**src/rtl/cordic_req_ctrl.sv**
```systemverilog
// Request initiator / result collector for the pipelined CORDIC core.
// Feeds the core one request per cycle and gathers its results into a credit-guarded FWFT FIFO.
module cordic_req_ctrl #(
  parameter int WIDTH      = 19,
  parameter int LATENCY    = 25,
  parameter int TAG_W      = 4,
  parameter int FIFO_DEPTH = 32
) (
  input  logic                          clk,
  input  logic                          rst_n,
  input  logic                          s_valid,
  output logic                          s_ready,
  input  logic [1:0]                    s_op,
  input  logic [WIDTH-1:0]              s_x,
  input  logic [WIDTH-1:0]              s_y,
  input  logic [WIDTH:0]                s_phase,
  input  logic [TAG_W-1:0]              s_tag,
  output logic [1:0]                    c_op,
  output logic [WIDTH-1:0]              c_x,
  output logic [WIDTH-1:0]              c_y,
  output logic [WIDTH:0]                c_phase,
  input  logic [WIDTH-1:0]              c_xout,
  input  logic [WIDTH-1:0]              c_yout,
  input  logic [WIDTH:0]                c_phaseout,
  output logic                          m_valid,
  input  logic                          m_ready,
  output logic [WIDTH-1:0]              m_x,
  output logic [WIDTH-1:0]              m_y,
  output logic [WIDTH:0]                m_phase,
  output logic [TAG_W-1:0]              m_tag,
  output logic [$clog2(FIFO_DEPTH):0]   credits,
  output logic                          err
);

  localparam int AW = $clog2(FIFO_DEPTH);
  localparam int CW = AW + 1;
  localparam int PW = WIDTH + 1;
  localparam int EW = 2 * WIDTH + PW + TAG_W;

  logic             accept;
  logic             pop;
  logic             push;
  logic             fifoFull;
  logic             fifoEmpty;
  logic [EW-1:0]    pushEntry;

  logic [1:0]       cOp_q, cOp_d;
  logic [WIDTH-1:0] cX_q, cX_d;
  logic [WIDTH-1:0] cY_q, cY_d;
  logic [PW-1:0]    cPhase_q, cPhase_d;

  logic             dlValid_q [LATENCY+1];
  logic [TAG_W-1:0] dlTag_q   [LATENCY+1];

  logic [EW-1:0]    fifoMem_q [FIFO_DEPTH];
  logic [AW:0]      wrPtr_q, wrPtr_d;
  logic [AW:0]      rdPtr_q, rdPtr_d;

  logic [CW-1:0]    credits_q, credits_d;
  logic             err_q, err_d;
  logic             accPrev_q, accPrev_d;

  assign s_ready   = rst_n && (credits_q != '0);
  assign accept    = s_valid && s_ready;
  assign fifoEmpty = (wrPtr_q == rdPtr_q);
  assign fifoFull  = (wrPtr_q[AW-1:0] == rdPtr_q[AW-1:0]) && (wrPtr_q[AW] != rdPtr_q[AW]);
  assign m_valid   = !fifoEmpty;
  assign pop       = m_valid && m_ready;
  assign push      = dlValid_q[LATENCY];
  assign pushEntry = {c_xout, c_yout, c_phaseout, dlTag_q[LATENCY]};

  assign {m_x, m_y, m_phase, m_tag} = fifoMem_q[rdPtr_q[AW-1:0]];

  assign c_op    = cOp_q;
  assign c_x     = cX_q;
  assign c_y     = cY_q;
  assign c_phase = cPhase_q;
  assign credits = credits_q;
  assign err     = err_q;

  // Core inputs carry a request only on its accept edge; idle slots feed a zero vector.
  always_comb begin
    cOp_d    = 2'd0;
    cX_d     = '0;
    cY_d     = '0;
    cPhase_d = '0;
    if (accept) begin
      cOp_d    = s_op;
      cX_d     = s_x;
      cY_d     = s_y;
      cPhase_d = s_phase;
    end
  end

  // Credits cover every in-flight slot plus every buffered result, so a push can never overflow.
  always_comb begin
    credits_d = credits_q;
    wrPtr_d   = wrPtr_q;
    rdPtr_d   = rdPtr_q;
    accPrev_d = accept;
    err_d     = err_q;
    if (accept && !pop) begin
      credits_d = credits_q - CW'(1);
    end else if (pop && !accept) begin
      credits_d = credits_q + CW'(1);
    end
    if (push && !fifoFull) begin
      wrPtr_d = wrPtr_q + (AW+1)'(1);
    end
    if (pop) begin
      rdPtr_d = rdPtr_q + (AW+1)'(1);
    end
    if (accept && (s_op == 2'd3) && !accPrev_q) begin
      err_d = 1'b1;
    end
    if (accept && (s_op == 2'd2)) begin
      err_d = 1'b1;
    end
    if (push && fifoFull) begin
      err_d = 1'b1;
    end
  end

  always_ff @(posedge clk) begin
    if (!rst_n) begin
      cOp_q     <= 2'd0;
      cX_q      <= '0;
      cY_q      <= '0;
      cPhase_q  <= '0;
      wrPtr_q   <= '0;
      rdPtr_q   <= '0;
      credits_q <= CW'(FIFO_DEPTH);
      err_q     <= 1'b0;
      accPrev_q <= 1'b0;
    end else begin
      cOp_q     <= cOp_d;
      cX_q      <= cX_d;
      cY_q      <= cY_d;
      cPhase_q  <= cPhase_d;
      wrPtr_q   <= wrPtr_d;
      rdPtr_q   <= rdPtr_d;
      credits_q <= credits_d;
      err_q     <= err_d;
      accPrev_q <= accPrev_d;
    end
  end

  // Valid/tag shadow of the core pipeline; its last stage lines up with the core outputs.
  always_ff @(posedge clk) begin
    if (!rst_n) begin
      for (int i = 0; i <= LATENCY; i++) begin
        dlValid_q[i] <= 1'b0;
        dlTag_q[i]   <= '0;
      end
    end else begin
      dlValid_q[0] <= accept;
      dlTag_q[0]   <= accept ? s_tag : '0;
      for (int i = 1; i <= LATENCY; i++) begin
        dlValid_q[i] <= dlValid_q[i-1];
        dlTag_q[i]   <= dlTag_q[i-1];
      end
    end
  end

  always_ff @(posedge clk) begin
    if (rst_n && push && !fifoFull) begin
      fifoMem_q[wrPtr_q[AW-1:0]] <= pushEntry;
    end
  end

  always @(posedge clk) begin
    if (rst_n) begin
      assert (!(push && fifoFull));
      assert (credits_q <= CW'(FIFO_DEPTH));
    end
  end

endmodule

```
**config.mk**
```make
export PLATFORM = sky130hd
export DESIGN_NAME = cordic_req_ctrl
export DESIGN_NICKNAME = d
export VERILOG_FILES = /design/src/rtl/cordic_req_ctrl.sv
export SDC_FILE = /design/constraint.sdc
export NUM_CORES = 2
export LEC_CHECK = 0
export ABC_AREA = 1
export ABC_CLOCK_PERIOD_IN_PS = 10700
export CORE_AREA = 2 2 409 613
export CTS_CLUSTER_DIAMETER = 40
export DETAILED_ROUTE_END_ITERATION = 16
export DIE_AREA = 0 0 411 615
export PLACE_DENSITY = 0.57
export SLEW_MARGIN = 10
export SYNTH_ARGS = -nofsm -noshare
export SYNTH_HDL_FRONTEND = slang
export SYNTH_SLANG_ARGS = --single-unit
export TNS_END_PERCENT = 5
```
**constraint.sdc**
```tcl
create_clock -name clk -period 10.7 [get_ports clk]
set_input_delay 3.21 -clock clk [delete_from_list [all_inputs] [get_ports clk]]
set_output_delay 3.21 -clock clk [all_outputs]
set_load 0.01 [all_outputs]
```
After elaboration in Yosys (flattened, before gate mapping):

Memories as Yosys holds them, arrays and structs flattened. A register that Yosys moved wholly into a read port is not among the register bits.
Index checks and enable logic that the tools add are counted.

* logic and storage cells: 159
* bits of input ports: 126
* bits in registers: 80
* memory bits (writable): 2114
* output and inout port bits: 131
* memories kept: 3

Memory list
* fifoMem_q: depth 32, bits a word 62, rd ports 1, clocked after memory_dff 1, write ports 1, RTL line 55 `logic [EW-1:0] fifoMem_q [FIFO_DEPTH];`
* dlTag_q: depth 26, bits a word 4, rd ports 26, clocked after memory_dff 0, write ports 26, RTL line 53 `logic [TAG_W-1:0] dlTag_q [LATENCY+1];`
* dlValid_q: depth 26, bits a word 1, rd ports 26, clocked after memory_dff 0, write ports 26, RTL line 52 `logic dlValid_q [LATENCY+1];`

* reduce and logical (&&, ||, !) cells: 22
* add/sub/neg operators: 4
* bitwise operators: 52
* equality and inequality tests: 5
* mux-type cells: 64

Operator list (count)
* $mux W4: 27
* $or A1 B1 Y1: 52
* $mux W1: 33
* $add A6 B1 Y6 const B: 3
* $logic_and A1 B1 Y1: 13
* $mux W6: 2
* $mux W5: 2
* $eq A6 B6 Y1: 1
* $reduce_bool A6 Y1: 1
* $sub A6 B1 Y6 const B: 1
* $eq A5 B5 Y1: 1
* $logic_not A1 Y1: 5
* $eq A2 B2 Y1 const B: 2
* $reduce_bool A3 Y1: 1
* $reduce_and A2 Y1: 1
* $reduce_bool A2 Y1: 1
* $ne A1 B1 Y1: 1

Depth between registers and ports, before layout:

* depth in word-level cells: 8
* gate-level depth with buffers: 16

Worst setup path before layout:

Ideal clock, no wire load.

* kind: input-to-reg
* start: in rst_n
* end: mem fifoMem_q[28][0] (netlist name) (enable)
* setup slack: 2.176 ns
* path buffers: 2
* cell stages on the path: 4
* arrival: 7.966 ns
* cell sequence: clkbuf_1 nand3_2 buf_4 nor3_1

* word-level cells in the longest chain between the ends: 4

Ends and longest elaborated chain
* start: declaration: RTL line 10 `input logic rst_n,`
* $logic_and A1 B1 Y1 (2 in series): RTL line 166 `if (rst_n && push && !fifoFull) begin`
* $mux W1: RTL line 166
* $mux W1 (not written as such): RTL line 167 `fifoMem_q[wrPtr_q[AW-1:0]] <= pushEntry;`
* end: declaration: RTL line 55

No other way between the ends.

==> out/metrics.cfg <==
[detailed_routing]
drtIter0Drc = 4996
ant_nets = 0
drc_errors = 0
vias_per_cell = 5.122
drt_pre_antenna_iters = 6
finalWirelength_um = 246300
drt-wirelength-per-cell_um = 22.41
vias = 56306

[logic_synthesis]
synth_area_um2 = 86200
synth_top_cell_area_share_pct = 69.11
synth_edf_count = 1984
ys.flop_type = edfxtp_1
syn_area_per_cell_um2 = 11.66
synth_area_leaders = edfxtp_1 (69%), nand2_1 (12%), nand3_1 (9.5%)
synth_cell_types = 26
synth.net_count = 7529
synthArstFlopShare_pct = 0
yosysTopAreaCell = edfxtp_1
ys_seq_area_share_pct = 74.08
synth_cells = 7392
yosysWarnings = 0
synth-seq-cells = 2198

[clock_network]
hold_buffers = 0
path_clk_slew_ns = 0.06
clock_sinks = 2198
clk_latency_ns = 0.87
root_buffer = clkbuf_16
cts_max_level = 4
cts_tree = built
post_cts_buffers = 0
cts_buffers = 222
cts_resized = 0
cts.path.max_buffers = 4

[pwr]
ir_drop_v = 0.0001290
swShare_pct = 23.82
comb_power_share_pct = 8.7
p_switching_mw = 4.482
powerDensity_nw_per_um2 = 189.7
seq_power_share_pct = 49.9
cellInternalPower_mw = 14.34
leakagePower_nw = 36.22
total_power_mw = 18.82
power_frac_clock_pct = 41.3

[finish]
fin_nets = 7662
syn2layout_area_growth_pct = 15.05
drive_gt1_share_pct = 6.384
design_area_um2 = 99180
final_cell_mix = nand2_1 (2649), edfxtp_1 (1984), nand3_1 (1635)
final_common_cell = nand2_1

[placement]
dp_hpwl_um = 113900
gp_congestion = 0.7571
place_ws_ns = 3.145
io_buffers = 256
place_area_um2 = 91900

[timing]
whs_ns = 0.3861
setup_violations = 0
finalHoldViolations = 0
fin_crit_sh_pct = 79.06
relSlewSlack_pct = 17.69
setup_ws_ns = 2.241
setup_tns_ns = 0
slew_viol_final = 0
clock.fmax_mhz = 118.2
rsz0062_at_grt = false
clock_skew_ns = 0.06171
worstMarginPinSlew_ns = 1.235
fin_crit_ns = 8.459

[setup_path]
crit_path_cell_trace = buf_4 -> buf_4 -> nand2_1 -> nand3_1 -> nand3_1 -> nand2_1 -> nand2_1 -> nand3_1 -> and2_1 -> clkdlybuf4s50_1
critPathArrivalTime_ns = 5.25
r2r_start = wrPtr_q[2]$_SDFFE_PN0P_
crit_path_max_incr_delay_ns = 0.95
crit_type = reg -> out
critPathMaxFanout = 88
crit_slowest_cell = dfxtp_4
required_ns = 7.49
worstSetupStartpointType = flip-flop
r2r_cells = 9
r2r_slack_ns = 6.60
setup.worst_path.end_class = output port
r2r_end = fifoMem_q[9][58]$_DFFE_PP_

[hold_path]
min_to = dlTag_q[4][5]$_SDFF_PN0_
min_path_cells = 2
hp-start = dlTag_q[4][1]$_SDFF_PN0_
hold_path_class = reg -> reg

[die]
rows = 224
die_y_um = 615
boundaryPins = 257
core_area_um2 = 247800
die_area_um2 = 252800
start_util_pct = 34.79
die_w_um = 411

[global_route]
grt_max_degree = 217
grt-ovfl-total = 0
grt_pass1_wl_um = 360400
antenna_found_initial = 25
grt_pass1_vias = 54576
grt_usage_pct = 19.04

[flow_run]
maxCapViolCount = 0

[run_status]
status = finished, final reports clean

-- sequential cells by signal, indices dropped and copies added, names as in the netlist, named ones only --
name	count
err	1
dlTag_q	104
c_phase	20
credits	6
rdPtr_q	6
c_op	2
c_y	19
wrPtr_q	6
c_x	19
fifoMem_q	1984
dlValid_q	26
-- per-stage QoR --
step	utilization [%]	instances
finish	40.03	10993
global route	40.03	10993
CTS	40.02	10984
detailed placement	37.09	10578
global placement	37.09	10578
floorplan	-	7392
-- metal layers --
layer / up-vias / routed length [um] / part of all wire, % / global-route usage [%]
li1: 25742 / - / - / -
met1: 28139 / 97550 / 40 / 23.22
met2: 1938 / 124300 / 50 / 33.78
met3: 479 / 15060 / 6.1 / 2.763
met4: 8 / 9411 / 3.8 / 7.322
met5: - / 55 / 0.022 / 0
-- cells by family after synthesis --
group	synth area share (%)
flip-flops	74.08
AND/OR/NAND/NOR	22.11
buffers and inverters	3.363
AO/OA/AOI/OAI	0.1248
adder cells (fa/ha/maj)	0.1684
XOR/XNOR	0.1524
-- layout make-up --
class | instances | area (um^2)
sequential | 2198 | 63880
multi-input combinational | 4519 | 19610
fill | 23218 | 148600
inverter | 220 | 855.8
clock inverter | 135 | 1326
tap | 3277 | 4100
antenna | 9 | 22.52
clock buffer | 271 | 5926
timing repair buffer | 364 | 3462
-- power by group through the flow --
stage | registers (mW) | clock network, mW | logic [mW]
after floorplan | 9.57 | 0 | 1.05
after global placement | 9.58 | 0 | 1.63
after detailed placement | 9.58 | 0 | 1.65
after CTS | 9.40 | 7.91 | 1.66
after global routing | 9.40 | 8.22 | 1.84
final | 9.40 | 7.77 | 1.65
-- worst max-delay path by stage --
stage | from | to | depth (start not counted)
after floorplan | rst_n | fifoMem_q[28][0]$_DFFE_PP_ | 4
after global placement | flip-flop | m_y[13] | 10
after detailed placement | flip-flop | m_y[13] | 10
after CTS | flip-flop | m_y[13] | 10
after global routing | flip-flop | m_x[1] | 10
final | flip-flop | m_x[1] | 10
-- critical path: cells and delay by family (launching register included) --
kind / cells / cell delay [ns]
simple gates: 7 / 0.97
flops: 1 / 0.95
buf+inv: 3 / 2.28
-- synthesized netlist by cell type (10+ instances only) --
cell type  number
a21oi_1        14
and2_1         62
buf_1          49
buf_2         265
clkbuf_1      132
dfxtp_1       214
edfxtp_1     1984
ha_1           10
inv_1         210
nand2_1      2649
nand3_1      1636
nor2_1         86
nor3_1         33
xor2_1         12
(Power assumes the default switching activity.)
